File: config.mk
export PLATFORM = sky130hd
export DESIGN_NAME = lcd_value_formatter
export DESIGN_NICKNAME = d
export VERILOG_FILES = /design/src/rtl/lcd_value_formatter.sv
export SDC_FILE = /design/constraint.sdc
export NUM_CORES = 1
export LEC_CHECK = 0
export ABC_CLOCK_PERIOD_IN_PS = 1800
export BUFFER_PORTS_ARGS = -buffer_cell sky130_fd_sc_hd__buf_2
export CAP_MARGIN = 20
export CORE_MARGIN = 8
export CORE_UTILIZATION = 40
export DETAILED_ROUTE_END_ITERATION = 16
export PLACE_DENSITY = 0.67
export SYNTH_ARGS = -nofsm -noshare
export SYNTH_HDL_FRONTEND = slang
export SYNTH_SLANG_ARGS = --single-unit
File: constraint.sdc
create_clock -name clk -period 1.8 [get_ports clk]
set_input_delay 0.09 -clock clk [delete_from_list [all_inputs] [get_ports clk]]
set_output_delay 0.09 -clock clk [all_outputs]
set_load 0.03 [all_outputs]
File: src/rtl/lcd_value_formatter.sv
// Binary-to-decimal formatter for one 16-character LCD line.
// Sequential double-dabble; the display digits update atomically on commit.
`timescale 1ns/1ps
module lcd_value_formatter #(
  parameter int IN_W     = 12,
  parameter bit BLANK_LZ = 1'b1
) (
  input  logic            clk,
  input  logic            rst,
  input  logic            start,
  input  logic [IN_W-1:0] value,
  input  logic [3:0]      mux_sel,
  output logic [7:0]      char_out,
  output logic            busy,
  output logic            done,
  output logic            valid
);

  localparam int CNT_W = $clog2(IN_W + 1);
  localparam logic [CNT_W-1:0] LAST_ITER = CNT_W'(IN_W - 1);

  typedef enum logic [1:0] {IDLE, CONV, COMMIT} state_t;

  state_t            state_reg, state_next;
  logic [IN_W-1:0]   shreg_reg, shreg_next;
  logic [15:0]       bcd_reg, bcd_next, bcd_adj;
  logic [CNT_W-1:0]  cnt_reg, cnt_next;
  logic [15:0]       disp_reg, disp_next;
  logic              done_reg, done_next;
  logic              valid_reg, valid_next;
  logic [16+IN_W-1:0] shifted;

  // Per-nibble add-3 correction; mod-16, no carry between nibbles.
  genvar gi;
  generate
    for (gi = 0; gi < 4; gi++) begin : g_adj
      assign bcd_adj[4*gi +: 4] = (bcd_reg[4*gi +: 4] >= 4'd5) ?
                                  bcd_reg[4*gi +: 4] + 4'd3 : bcd_reg[4*gi +: 4];
    end
  endgenerate

  assign shifted = {bcd_adj, shreg_reg} << 1;

  always_ff @(posedge clk) begin
    if (rst) begin
      state_reg <= IDLE;
      shreg_reg <= '0;
      bcd_reg   <= '0;
      cnt_reg   <= '0;
      disp_reg  <= '0;
      done_reg  <= 1'b0;
      valid_reg <= 1'b0;
    end else begin
      state_reg <= state_next;
      shreg_reg <= shreg_next;
      bcd_reg   <= bcd_next;
      cnt_reg   <= cnt_next;
      disp_reg  <= disp_next;
      done_reg  <= done_next;
      valid_reg <= valid_next;
    end
  end

  always_comb begin
    state_next = state_reg;
    shreg_next = shreg_reg;
    bcd_next   = bcd_reg;
    cnt_next   = cnt_reg;
    disp_next  = disp_reg;
    done_next  = 1'b0;
    valid_next = valid_reg;
    case (state_reg)
      IDLE: begin
        if (start) begin
          shreg_next = value;
          bcd_next   = '0;
          cnt_next   = '0;
          state_next = CONV;
        end
      end
      CONV: begin
        {bcd_next, shreg_next} = shifted;
        cnt_next = cnt_reg + 1'b1;
        if (cnt_reg == LAST_ITER) state_next = COMMIT;
      end
      COMMIT: begin
        disp_next  = bcd_reg;
        valid_next = 1'b1;
        done_next  = 1'b1;
        state_next = IDLE;
      end
      default: state_next = IDLE;
    endcase
  end

  assign busy  = (state_reg != IDLE);
  assign done  = done_reg;
  assign valid = valid_reg;

  logic [3:0] d3, d2, d1, d0;
  logic       blank3, blank2, blank1;

  assign d3 = disp_reg[15:12];
  assign d2 = disp_reg[11:8];
  assign d1 = disp_reg[7:4];
  assign d0 = disp_reg[3:0];

  // Blanking cascades from the thousands digit downward; units always shown.
  assign blank3 = BLANK_LZ && (d3 == 4'd0);
  assign blank2 = blank3 && (d2 == 4'd0);
  assign blank1 = blank2 && (d1 == 4'd0);

  always_comb begin
    char_out = 8'h20;
    case (mux_sel)
      4'd0:  char_out = 8'h41;
      4'd1:  char_out = 8'h44;
      4'd2:  char_out = 8'h43;
      4'd3:  char_out = 8'h3D;
      4'd4:  char_out = blank3 ? 8'h20 : {4'h3, d3};
      4'd5:  char_out = blank2 ? 8'h20 : {4'h3, d2};
      4'd6:  char_out = blank1 ? 8'h20 : {4'h3, d1};
      4'd7:  char_out = {4'h3, d0};
      4'd8:  char_out = 8'h20;
      4'd9:  char_out = 8'h4C;
      4'd10: char_out = 8'h53;
      4'd11: char_out = 8'h42;
      default: char_out = 8'h20;
    endcase
  end

endmodule
**Yosys cells after proc, flatten, opt, wreduce, memory -nomap -nowiden**

Index checks and enable logic that the tools add are counted.

- Register bits: 52
- Bits in latches: 0
- RAM bits: 0
- Memory bits (read-only): 0
- Bits of input ports: 19
- Output and inout port bits: 11
- Word-level logic and storage cells: 60
- Memories: 0

- $add $sub $neg: 5
- Multiply operators: 0
- Divide/modulo/power cells: 0
- $lt $le $gt $ge: 4
- Equality and inequality tests: 15
- Shifts and indexed selects: 0
- Muxes and demuxes: 18
- Bitwise operators: 0
- Reduce and logical (&&, ||, !) cells: 11

Operators with widths:

| cell | number |
|---|---|
| 7-bit one-hot mux with 11 select lines | 1 |
| 16-bit one-hot mux with 2 select lines | 1 |
| 12-bit one-hot mux with 2 select lines | 1 |
| 4-bit by 3-bit == test with 1-bit output, second input constant | 4 |
| 4-bit == test, second input constant | 4 |
| 4-bit by 3-bit >= comparator with 1-bit output, second input constant | 4 |
| 4-bit logical NOT | 4 |
| 16-bit 2-to-1 mux | 1 |
| 4-bit 2-to-1 mux | 4 |
| 5-bit 2-to-1 mux | 3 |
| 4-bit by 2-bit adder with 4-bit output, second input constant | 3 |
| 12-bit 2-to-1 mux | 1 |
| 4-bit by 2-bit == test with 1-bit output, second input constant | 2 |
| 4-bit one-hot mux with 2 select lines | 1 |
| 4-bit by 1-bit adder with 4-bit output, second input constant | 1 |
| 4-bit by 1-bit == test with 1-bit output, second input constant | 1 |
| 2-bit 2-to-1 mux | 2 |
| 2-bit inequality test, second input constant | 2 |
| 2-bit one-hot mux with 2 select lines | 1 |
| 2-bit AND reduction | 2 |
| 2-bit nonzero test | 2 |
| 3-bit by 2-bit adder with 3-bit output, second input constant | 1 |
| 3-bit 2-to-1 mux | 1 |
| 2-bit by 1-bit == test with 1-bit output, second input constant | 1 |
| 4 further kinds | 5 |

**Longest topological paths before layout**

Gate-level depths: netlist of the first run.

- Word-level depth: 5
- Gate-level depth with buffers: 6
- Depth with buffers taken out: 6

**Worst setup path before layout of the first run**

Ideal clock, no wire load.

- Kind: input -> output
- From: input mux_sel[0]
- To: output char_out[5]
- Arrival time: 1.627 ns
- Data required time: 1.710 ns
- Slack: 0.083 ns
- Cell stages on the path: 5
- Path buffers: 1
- Path through: buf_2 > inv_1 > nor2_1 > a211oi_1 > inv_1

- Word-level cells in the longest chain between the ends: 2

RTL lines:

| element | RTL line | RTL |
|---|---|---|
| from (decl) | 12 | `input logic [3:0] mux_sel,` |
| 4-bit == test (tied with other cells) | 115 | `case (mux_sel)` |
| 7-bit one-hot mux with 11 select lines (*) | 115 |  |
| to (decl) | 13 | `output logic [7:0] char_out,` |

Every way passes the cells marked *; elsewhere a longest branch is shown, timed or not.

**Worst setup path in the final report of the first run**

- From: register disp_reg[6]
- To: output char_out[4]

- Word-level cells in the longest chain between the ends: 4

RTL lines:

| element | RTL line | RTL |
|---|---|---|
| from (decl) | 28 | `logic [15:0] disp_reg, disp_next;` |
| from (signal assigned) | 58 | `disp_reg <= disp_next;` |
| 4-bit logical NOT | 111 | `assign blank1 = blank2 && (d1 == 4'd0);` |
| 1-bit logical AND | 111 |  |
| 5-bit 2-to-1 mux | 122 | `4'd6: char_out = blank1 ? 8'h20 : {4'h3, d1};` |
| 7-bit one-hot mux with 11 select lines | 115 |  |

No other way between the ends.

==> results of run 1 <==
==> cell families after synthesis <==
kind of cell / after synthesis
and+or+nand+nor: 142
AOI/OAI and AO/OA: 70
DFF: 52
buffers and inverters: 36
adders and majority gates: 9
xor gates and xnor gates: 7
muxes: 7
other: 1
==> cells in the final DEF, fill, tap and decap left out, types with 3 or more instances in the layout <==
cell type	n
nor4_1	11
buf_2	27
a21oi_1	34
nand2_1	35
nand2b_1	7
clkbuf_8	5
nor2_1	54
nor3_1	7
mux2i_1	5
buf_4	8
o21ai_0	14
or2_2	3
nand3_1	8
inv_1	12
xor2_1	3
ha_1	9
nor2b_1	8
xnor2_1	4
a22o_1	12
dfxtp_1	50
==> area by class of cell <==
type,instances,area share (%)
repair buffers,37,7.56
flip-flops and latches,52,36.5
well taps,77,3.37
clock buffers,5,2.40
inverters,12,1.57
multi-input cells,236,46.5
clock inverters,2,2.10
==> path summary, 6_finish.rpt <==
check | start | to | slack [ns] | cells after the start
worst max register to register | bcd_reg[5] | bcd_reg[6] | 0.30 | 6
worst min register to register | disp_reg[7] | disp_reg[7] | 0.47 | 2
worst min-delay path | value[8] | shreg_reg[8] | 0.06 | 3
worst max-delay path | disp_reg[6] | char_out[4] | -0.05 | 4
==> where the power goes <==
group / internal (mW) / total [mW] / switching [mW]
combinational: 0.0889 / 0.243 / 0.155
sequential: 1.18 / 1.20 / 0.0209
clock: 0.547 / 0.911 / 0.364
total: 1.82 / 2.36 / 0.539
==> worst reg2reg max path, cell delays in order, from the launching register on <==
cell and delay, ns:
dfxtp_1 0.38, inv_1 0.10, ha_1 0.18, nand2b_1 0.13
a21oi_1 0.30, mux2i_1 0.23, a22o_1 0.13
==> layer usage <==
metal	routed length (um)	vias up	global-route usage, %
met5	0	-	0
met4	51	0	3.07
met3	230	5	2.76
met2	2410	34	20.1
met1	2480	996	14.9
li1	-	1146	-
==> what timing repair did <==
| action | 4_1_cts | 5_1_grt |
|---|---|---|
| gates cloned | 0 | 0 |
| hold buffers | 1 | 0 |
| setup endpoints to repair | 1 | 1 |
| setup buffers | 1 | 0 |
| hold endpoints to repair | 1 | 0 |
| resized for setup | 3 | 1 |
==> synthesized netlist by cell type (2+ instances only) <==
| cell | instances | area share, % |
|---|---|---|
| nand3_1 | 8 | 1.6 |
| xor2_1 | 3 | 1.0 |
| mux2i_1 | 5 | 2.0 |
| a21oi_1 | 34 | 6.7 |
| nor2b_1 | 8 | 2.0 |
| buf_2 | 13 | 2.6 |
| dfxtp_1 | 52 | 41 |
| nand2b_1 | 7 | 1.7 |
| a22oi_1 | 2 | 0.59 |
| nand4_1 | 2 | 0.49 |
| nor2_1 | 54 | 8.0 |
| clkbuf_1 | 8 | 1.2 |
| or2_2 | 3 | 0.74 |
| o21ai_0 | 14 | 2.8 |
| ha_1 | 9 | 4.4 |
| nor3b_1 | 2 | 0.59 |
| nand2_1 | 35 | 5.2 |
| inv_1 | 12 | 1.8 |
| and3_1 | 2 | 0.49 |
| nor3_1 | 7 | 1.4 |
| nor4_1 | 11 | 2.7 |
| a22o_1 | 12 | 4.1 |
| mux2_2 | 2 | 0.89 |
| a211oi_1 | 2 | 0.59 |
| xnor2_1 | 4 | 1.4 |
==> stage by stage <==
step,std cells,total power [mW]
2_1_floorplan,324,1.41
3_3_place_gp,412,1.47
3_5_place_dp,412,1.47
4_1_cts,421,2.38
5_1_grt,421,2.46
6_report,421,2.36
==> results.yml, run 1 <==
power_and_ir_drop:
  p_leak_nw: 1.17
  power.density_mw_per_mm2: 823
  irDropWorstVdd_mv: 0.501
critical_path:
  cp_top_family: "simple AND/OR/NAND/NOR gates"
  path_buf_inv: 1
  path_class: "reg2out"
  required_ns: 1.71
  start_kind: "flip-flop"
  worstSetupEndpointType: "output port"
  crit_path_top_delay_cell: "or4_1"
  critPathMaxFanout: 2
  cp_data_arrival_time_ns: 1.76
  max_stage_delay_ns: 0.52
  critical_path.cell_chain: "or4_1 > a221o_1 > a22o_1 > buf_6"
timing:
  rsz0062_at_grt: "yes"
  fmax_ghz: 0.540
  skew_ns: 0.0104
  min_period_ns: 1.85
  fin_ws_ns: -0.0522
  setup_viol: 1
  relSlewSlack_pct: 51.3
  slew_viol_final: 0
  finalSetupTns_ns: -0.0522
  period_share_pct: 103
  tightestPinTransition_ns: 0.729
  hold_ws_ns: 0.0611
  final_hold_viol_count: 0
final_layout:
  register_area_sq_mm: 0.00104
  syn_to_final_growth_pct: 12.8
  num_antenna_cells: 0
  fin_area_sq_mm: 0.00286
  drive_gt1_share_pct: 14.5
  fillerInstances: 650
  fin_nets: 372
  multiInputGateArea_sq_mm: 0.00133
  final_core_util_pct: 45.9
clocking:
  numClockSinks: 52
  cts_buffers: 5
  root_buffer: "clkbuf_8"
  clkLatencyLatePin_ns: 0.30
  cts_tree: "done"
  clockBufferDepth: 2
  clk_pin_slew_worst_paths_ns: 0.09
  htree_num_levels: 2
floorplan:
  coreArea_sq_mm: 0.00624
  start_util_pct: 40.6
  die_height_um: 95.6
  dieArea_sq_mm: 0.00914
  die_w_um: 95.6
  num_rows: 29
  boundaryPins: 30
routing:
  drc_errors: 0
  ant_nets: 0
  drt_wl_total_um: 5170
  vias_per_cell: 5.18
  dr.pass1.iters: 4
  vias: 2181
  routedWlPerCell_um: 12.3
  drt-initial-drc-count: 80
synthesis:
  syn-cell-area_sq_mm: 0.00254
  synth-xor-area-share_pct: 2.42
  synth_cell_types: 38
  synthMuxAreaShare_pct: 2.86
  async_flop_share_pct: 0
  postSynthAreaPerCell_sq_um: 7.83
  yosys_register_bits: 52
  synth_ff_type: "dfxtp_1"
  syn_nets: 352
  yosysSeqAreaShare_pct: 41.0
  synth-compound-area-share_pct: 16.8
  yosys.area_share.simple_pct: 25.8
  yosysWarnings: 0
  synth_edf_count: 0
  syn_inst: 324
  synthAdderAreaFrac_pct: 4.44
  synth_top_family_by_area: "simple AND/OR/NAND/NOR gates"
min_path:
  hp-class: "in2reg"
placement:
  pre_cts_slack_ns: 0.259
  hpwlAfterDp_um: 3770
  routabilityCongestion: 0.801
  portBuffers: 28
  placed_area_sq_mm: 0.00271
global_routing:
  grt_pass1_vias: 2022
  grt_pass1_wl_um: 9090
  grt_max_degree: 41
  antenna_found_initial: 0
  track_usage_pct: 11.9
  gr-total-overflow: 0
flow_run:
  maxCapViolCount: 0
outcome:
  status: "finished with violations"
  violations: "setup timing"
(Power assumes the default switching activity.)
==> run 2, diff against run 1 <==
--- a/config.mk
+++ b/config.mk
@@ -14,2 +14,3 @@
 export PLACE_DENSITY = 0.67
+export REMOVE_ABC_BUFFERS = 1
 export SYNTH_ARGS = -nofsm -noshare
==> constraint.sdc (replaced) <==
create_clock -name clk -period 1.8 [get_ports clk]
set_input_delay 0.36 -clock clk [delete_from_list [all_inputs] [get_ports clk]]
set_output_delay 0.36 -clock clk [all_outputs]
set_load 0.03 [all_outputs]
==> run 2 against run 1 <==
- sequential power about the same
- clock power decreased by 26%
- worst setup slack got worse by 0.28 ns
- the run still ends with setup timing left
- critical endpoint unchanged
- critical path depth unchanged
==> results.yml, run 2 (synthesis gave the netlist of run 1 again) <==
clocking:
  numClockSinks: 52
  htree_num_levels: 2
  clk_pin_slew_worst_paths_ns: 0.09
  clockBufferDepth: 2
  cts_tree: "done"
  root_buffer: "clkbuf_8"
  cts_setup_buffers: 0
  clkLatencyLatePin_ns: 0.30
  cts_buffers: 5
timing:
  min_period_ns: 2.14
  hold_ws_ns: 0.330
  tightestPinTransition_ns: 0.823
  finalSetupTns_ns: -0.396
  final_hold_viol_count: 0
  slew_viol_final: 0
  skew_ns: 0.00391
  fin_ws_ns: -0.335
  fmax_ghz: 0.468
  setup_viol: 2
  rsz0062_at_grt: "yes"
  relSlewSlack_pct: 44.9
  period_share_pct: 119
placement:
  portBuffers: 28
  hpwlAfterDp_um: 3910
  placed_area_sq_mm: 0.00277
  pre_cts_slack_ns: -0.0240
  routabilityCongestion: 0.835
final_layout:
  final_cell_mix: "nor2_1, dfxtp_1, nand2_1"
  num_antenna_cells: 0
  final_common_cell: "nor2_1"
  fin_area_sq_mm: 0.00288
  drive_gt1_share_pct: 16.0
  fin_nets: 378
  syn_to_final_growth_pct: 13.6
critical_path:
  worstSetupEndpointType: "output port"
  path_class: "reg2out"
  cp_data_arrival_time_ns: 1.78
  required_ns: 1.44
  start_kind: "flip-flop"
  critPathMaxFanout: 2
global_routing:
  grt_pass1_vias: 2193
  gr-total-overflow: 0
  grt_max_degree: 22
  track_usage_pct: 12.5
  antenna_found_initial: 0
  grt_pass1_wl_um: 9410
routing:
  routedWlPerCell_um: 12.6
  drt-initial-drc-count: 123
  drt_wl_total_um: 5410
  vias: 2225
  vias_per_cell: 5.20
  dr.pass1.iters: 6
  drc_errors: 0
  ant_nets: 0
power_and_ir_drop:
  power.density_mw_per_mm2: 740
  irDropWorstVdd_mv: 0.452
  p_leak_nw: 1.19
  total_power_mw: 2.13
floorplan:
  die_height_um: 95.6
  num_rows: 29
  coreArea_sq_mm: 0.00624
  die_w_um: 95.6
  dieArea_sq_mm: 0.00914
  start_util_pct: 40.6
  boundaryPins: 30
flow_run:
  maxCapViolCount: 0
min_path:
  hp-class: "in2reg"
outcome:
  status: "finished with violations"
  violations: "setup timing"
-- run 2: layer usage --
layer	global-route usage [%]	up-vias	wire length (um)
met1	15.2	1009	2540
met5	0	-	0
met3	3.31	7	333
li1	-	1158	-
met2	21.0	51	2470
met4	4.23	0	67
-- run 2: final timing paths --
path	start	to	slack, ns	depth (start not counted)
worst max-delay path	disp_reg[6]	char_out[4]	-0.34	4
worst min-delay path	value[6]	shreg_reg[6]	0.33	3
worst max register to register	state_reg[0]	bcd_reg[2]	0.24	4
worst min register to register	disp_reg[1]	disp_reg[1]	0.46	2
-- run 2: stage by stage --
step	util [%]	instances
after floorplan	-	300
after global placement	44.3	420
after detailed placement	44.3	420
after CTS	46.2	428
after global routing	46.2	428
final	46.2	428
-- run 2: critical path, stage by stage (launching register included) --
cell and delay (ns):
dfxtp_1 0.31, or4_1 0.52, a221o_1 0.31, a22o_1 0.19, buf_6 0.14
-- run 2: cell type report --
type,count,area (sq um)
Multi-Input combinational cell,236,1340
Tap cell,77,96.3
Fill cell,637,3360
Timing Repair Buffer,43,265
Inverter,12,45.0
Sequential cell,52,1040
Clock buffer,8,90.1
-- run 2: timing repair --
action,CTS,global route
pin swaps,2,1
endpoints found under the setup margin,2,4
gates resized for setup,8,0
hold buffers,0,0
endpoints found under the hold margin,0,0
-- run 2: report_power, final --
part	switching (mW)	leakage (nW)	total (mW)	internal, mW
combinational	0.160	0.718	0.256	0.0960
sequential	0.0212	0.423	1.20	1.18
clock	0.359	0.0455	0.673	0.314
==> run 3, diff against run 2 <==
Settings changed: CELL_PAD_IN_SITES_DETAIL_PLACEMENT set to 1, CELL_PAD_IN_SITES_GLOBAL_PLACEMENT set to 2, CORE_MARGIN 8 to 4, CORE_UTILIZATION 40 to 34, PLACE_DENSITY 0.67 to 0.88.
==> run 3 against run 2 <==
- worst setup slack improved by 0.0010 ns
- critical endpoint unchanged
- routed wire length up 17%
- the flow still finishes with violations (setup timing)
- sequential power about the same
- largest cell class unchanged
- non-clock buffer count grew 4
- clock skew barely moved
- register-to-register slack about the same
- highest routed layer unchanged
- die area decreased by 2.6%
- critical path depth is the same
- worst hold slack worse by 0.0020 ns
==> results.yml, run 3 (synthesis gave the netlist of run 1 again) <==
timing:
  min_period_ns: 2.13
  fin_ws_ns: -0.334
  setup_viol: 2
  relSlewSlack_pct: 40.7
  final_hold_viol_count: 0
  rsz0062_at_grt: "yes"
  hold_ws_ns: 0.328
  fmax_ghz: 0.469
  skew_ns: 0.00440
  period_share_pct: 119
  tightestPinTransition_ns: 0.886
  slew_viol_final: 0
routing:
  vias_per_cell: 5.11
  dr.pass1.iters: 4
  drt_wl_total_um: 6320
  drc_errors: 0
  vias: 2313
  routedWlPerCell_um: 13.9
  drt-initial-drc-count: 53
  ant_nets: 0
critical_path:
  path_buf_inv: 1
  required_ns: 1.44
  cp_top_family: "simple AND/OR/NAND/NOR gates"
  r2r_slack_ns: 0.23
  crit_path_top_delay_cell: "or4_1"
  critical_path.cell_chain: "or4_1 > a221o_1 > a22o_1 > buf_6"
  worstSetupEndpointType: "output port"
  start_kind: "flip-flop"
  path_class: "reg2out"
  max_stage_delay_ns: 0.52
  critPathMaxFanout: 2
  cp_data_arrival_time_ns: 1.77
floorplan:
  dieArea_sq_mm: 0.00890
  boundaryPins: 30
  num_rows: 31
  die_height_um: 94.4
  die_w_um: 94.4
  start_util_pct: 35.0
  coreArea_sq_mm: 0.00725
outcome:
  status: "finished with violations"
  violations: "setup timing"
clocking:
  htree_num_levels: 2
  cts_hold_buf: 0
  cts_buffers: 5
  cts_setup_buffers: 0
  clockBufferDepth: 2
  numClockSinks: 52
  cts_tree: "done"
  clkLatencyLatePin_ns: 0.31
  root_buffer: "clkbuf_8"
  clk_pin_slew_worst_paths_ns: 0.09
final_layout:
  fin_nets: 382
  final_common_cell: "nor2_1"
  final_core_util_pct: 40.8
  num_antenna_cells: 0
  fillerInstances: 920
  layoutNonFillerInstCount: 453
  final_cell_mix: "nor2_1, dfxtp_1, nand2_1"
  drive_gt1_share_pct: 17.2
  syn_to_final_growth_pct: 16.6
power_and_ir_drop:
  p_leak_nw: 1.22
  irDropWorstVdd_mv: 0.370
  power.density_mw_per_mm2: 741
global_routing:
  grt_max_degree: 22
  gr-total-overflow: 0
  grt_pass1_wl_um: 11000
  grt_pass1_vias: 2408
  antenna_found_initial: 0
  track_usage_pct: 15.2
placement:
  routabilityCongestion: 0.838
  dpl.cell_count: 446
  portBuffers: 28
  hpwlAfterDp_um: 4720
min_path:
  hp-class: "in2reg"
flow_run:
  maxCapViolCount: 0
==> run 3: worst reg2reg max path, stage by stage, from the launching register on <==
cell	delay, ns
dfxtp_1	0.49
nor2_1	0.11
nor2_1	0.65
a22o_1	0.26
==> run 3: per-layer routing <==
layer  GRT usage [%]  share of wire [%]  vias to the layer above
li1                -                  -                     1152
met5               0                  0                        -
met2            27.1                 49                       38
met1            18.0                 45                     1112
met3            3.43                3.7                       11
met4            5.17                1.7                        0
==> run 3: worst paths after layout <==
path | start | end | depth (start not counted)
max reg2reg | state_reg[1] | bcd_reg[5] | 3
min | value[6] | shreg_reg[6] | 3
min reg2reg | disp_reg[2] | disp_reg[2] | 2
max | disp_reg[6] | char_out[4] | 4
==> run 3: cell type report <==
cell class	count	area (sq um)	share of cell area (%)
Multi-Input combinational cell	236	1340	45.4
Tap cell	99	124	4.19
Timing Repair Buffer	47	308	10.4
Inverter	12	45.0	1.52
Clock buffer	7	96.3	3.26
Sequential cell	52	1040	35.3
==> run 3: timing repair <==
| action | CTS | global route |
|---|---|---|
| setup endpoints to repair | 3 | 4 |
| hold endpoints to repair | 0 | 0 |
| pin swaps | 2 | 1 |
| gates resized for setup | 8 | 0 |
| gates cloned | 0 | 0 |
==> run 3: where the power goes <==
part	total [mW]	internal, mW	switching [mW]
registers	1.20	1.18	0.0202
clock network	0.717	0.343	0.374
logic	0.274	0.104	0.169
total	2.19	1.63	0.563
==> run 3: per-stage QoR <==
step / setup TNS [ns] / worst slack (ns) / instance area, sq um / power [mW]
floorplan: -0.288 / -0.288 / 2420 / 1.37
global placement: -0.0142 / -0.0142 / 2840 / 1.49
detailed placement: -0.0202 / -0.0202 / 2840 / 1.50
CTS: -0.424 / -0.348 / 2960 / 2.23
global route: -0.764 / -0.415 / 2960 / 2.30
finish: -0.427 / -0.334 / 2960 / 2.19
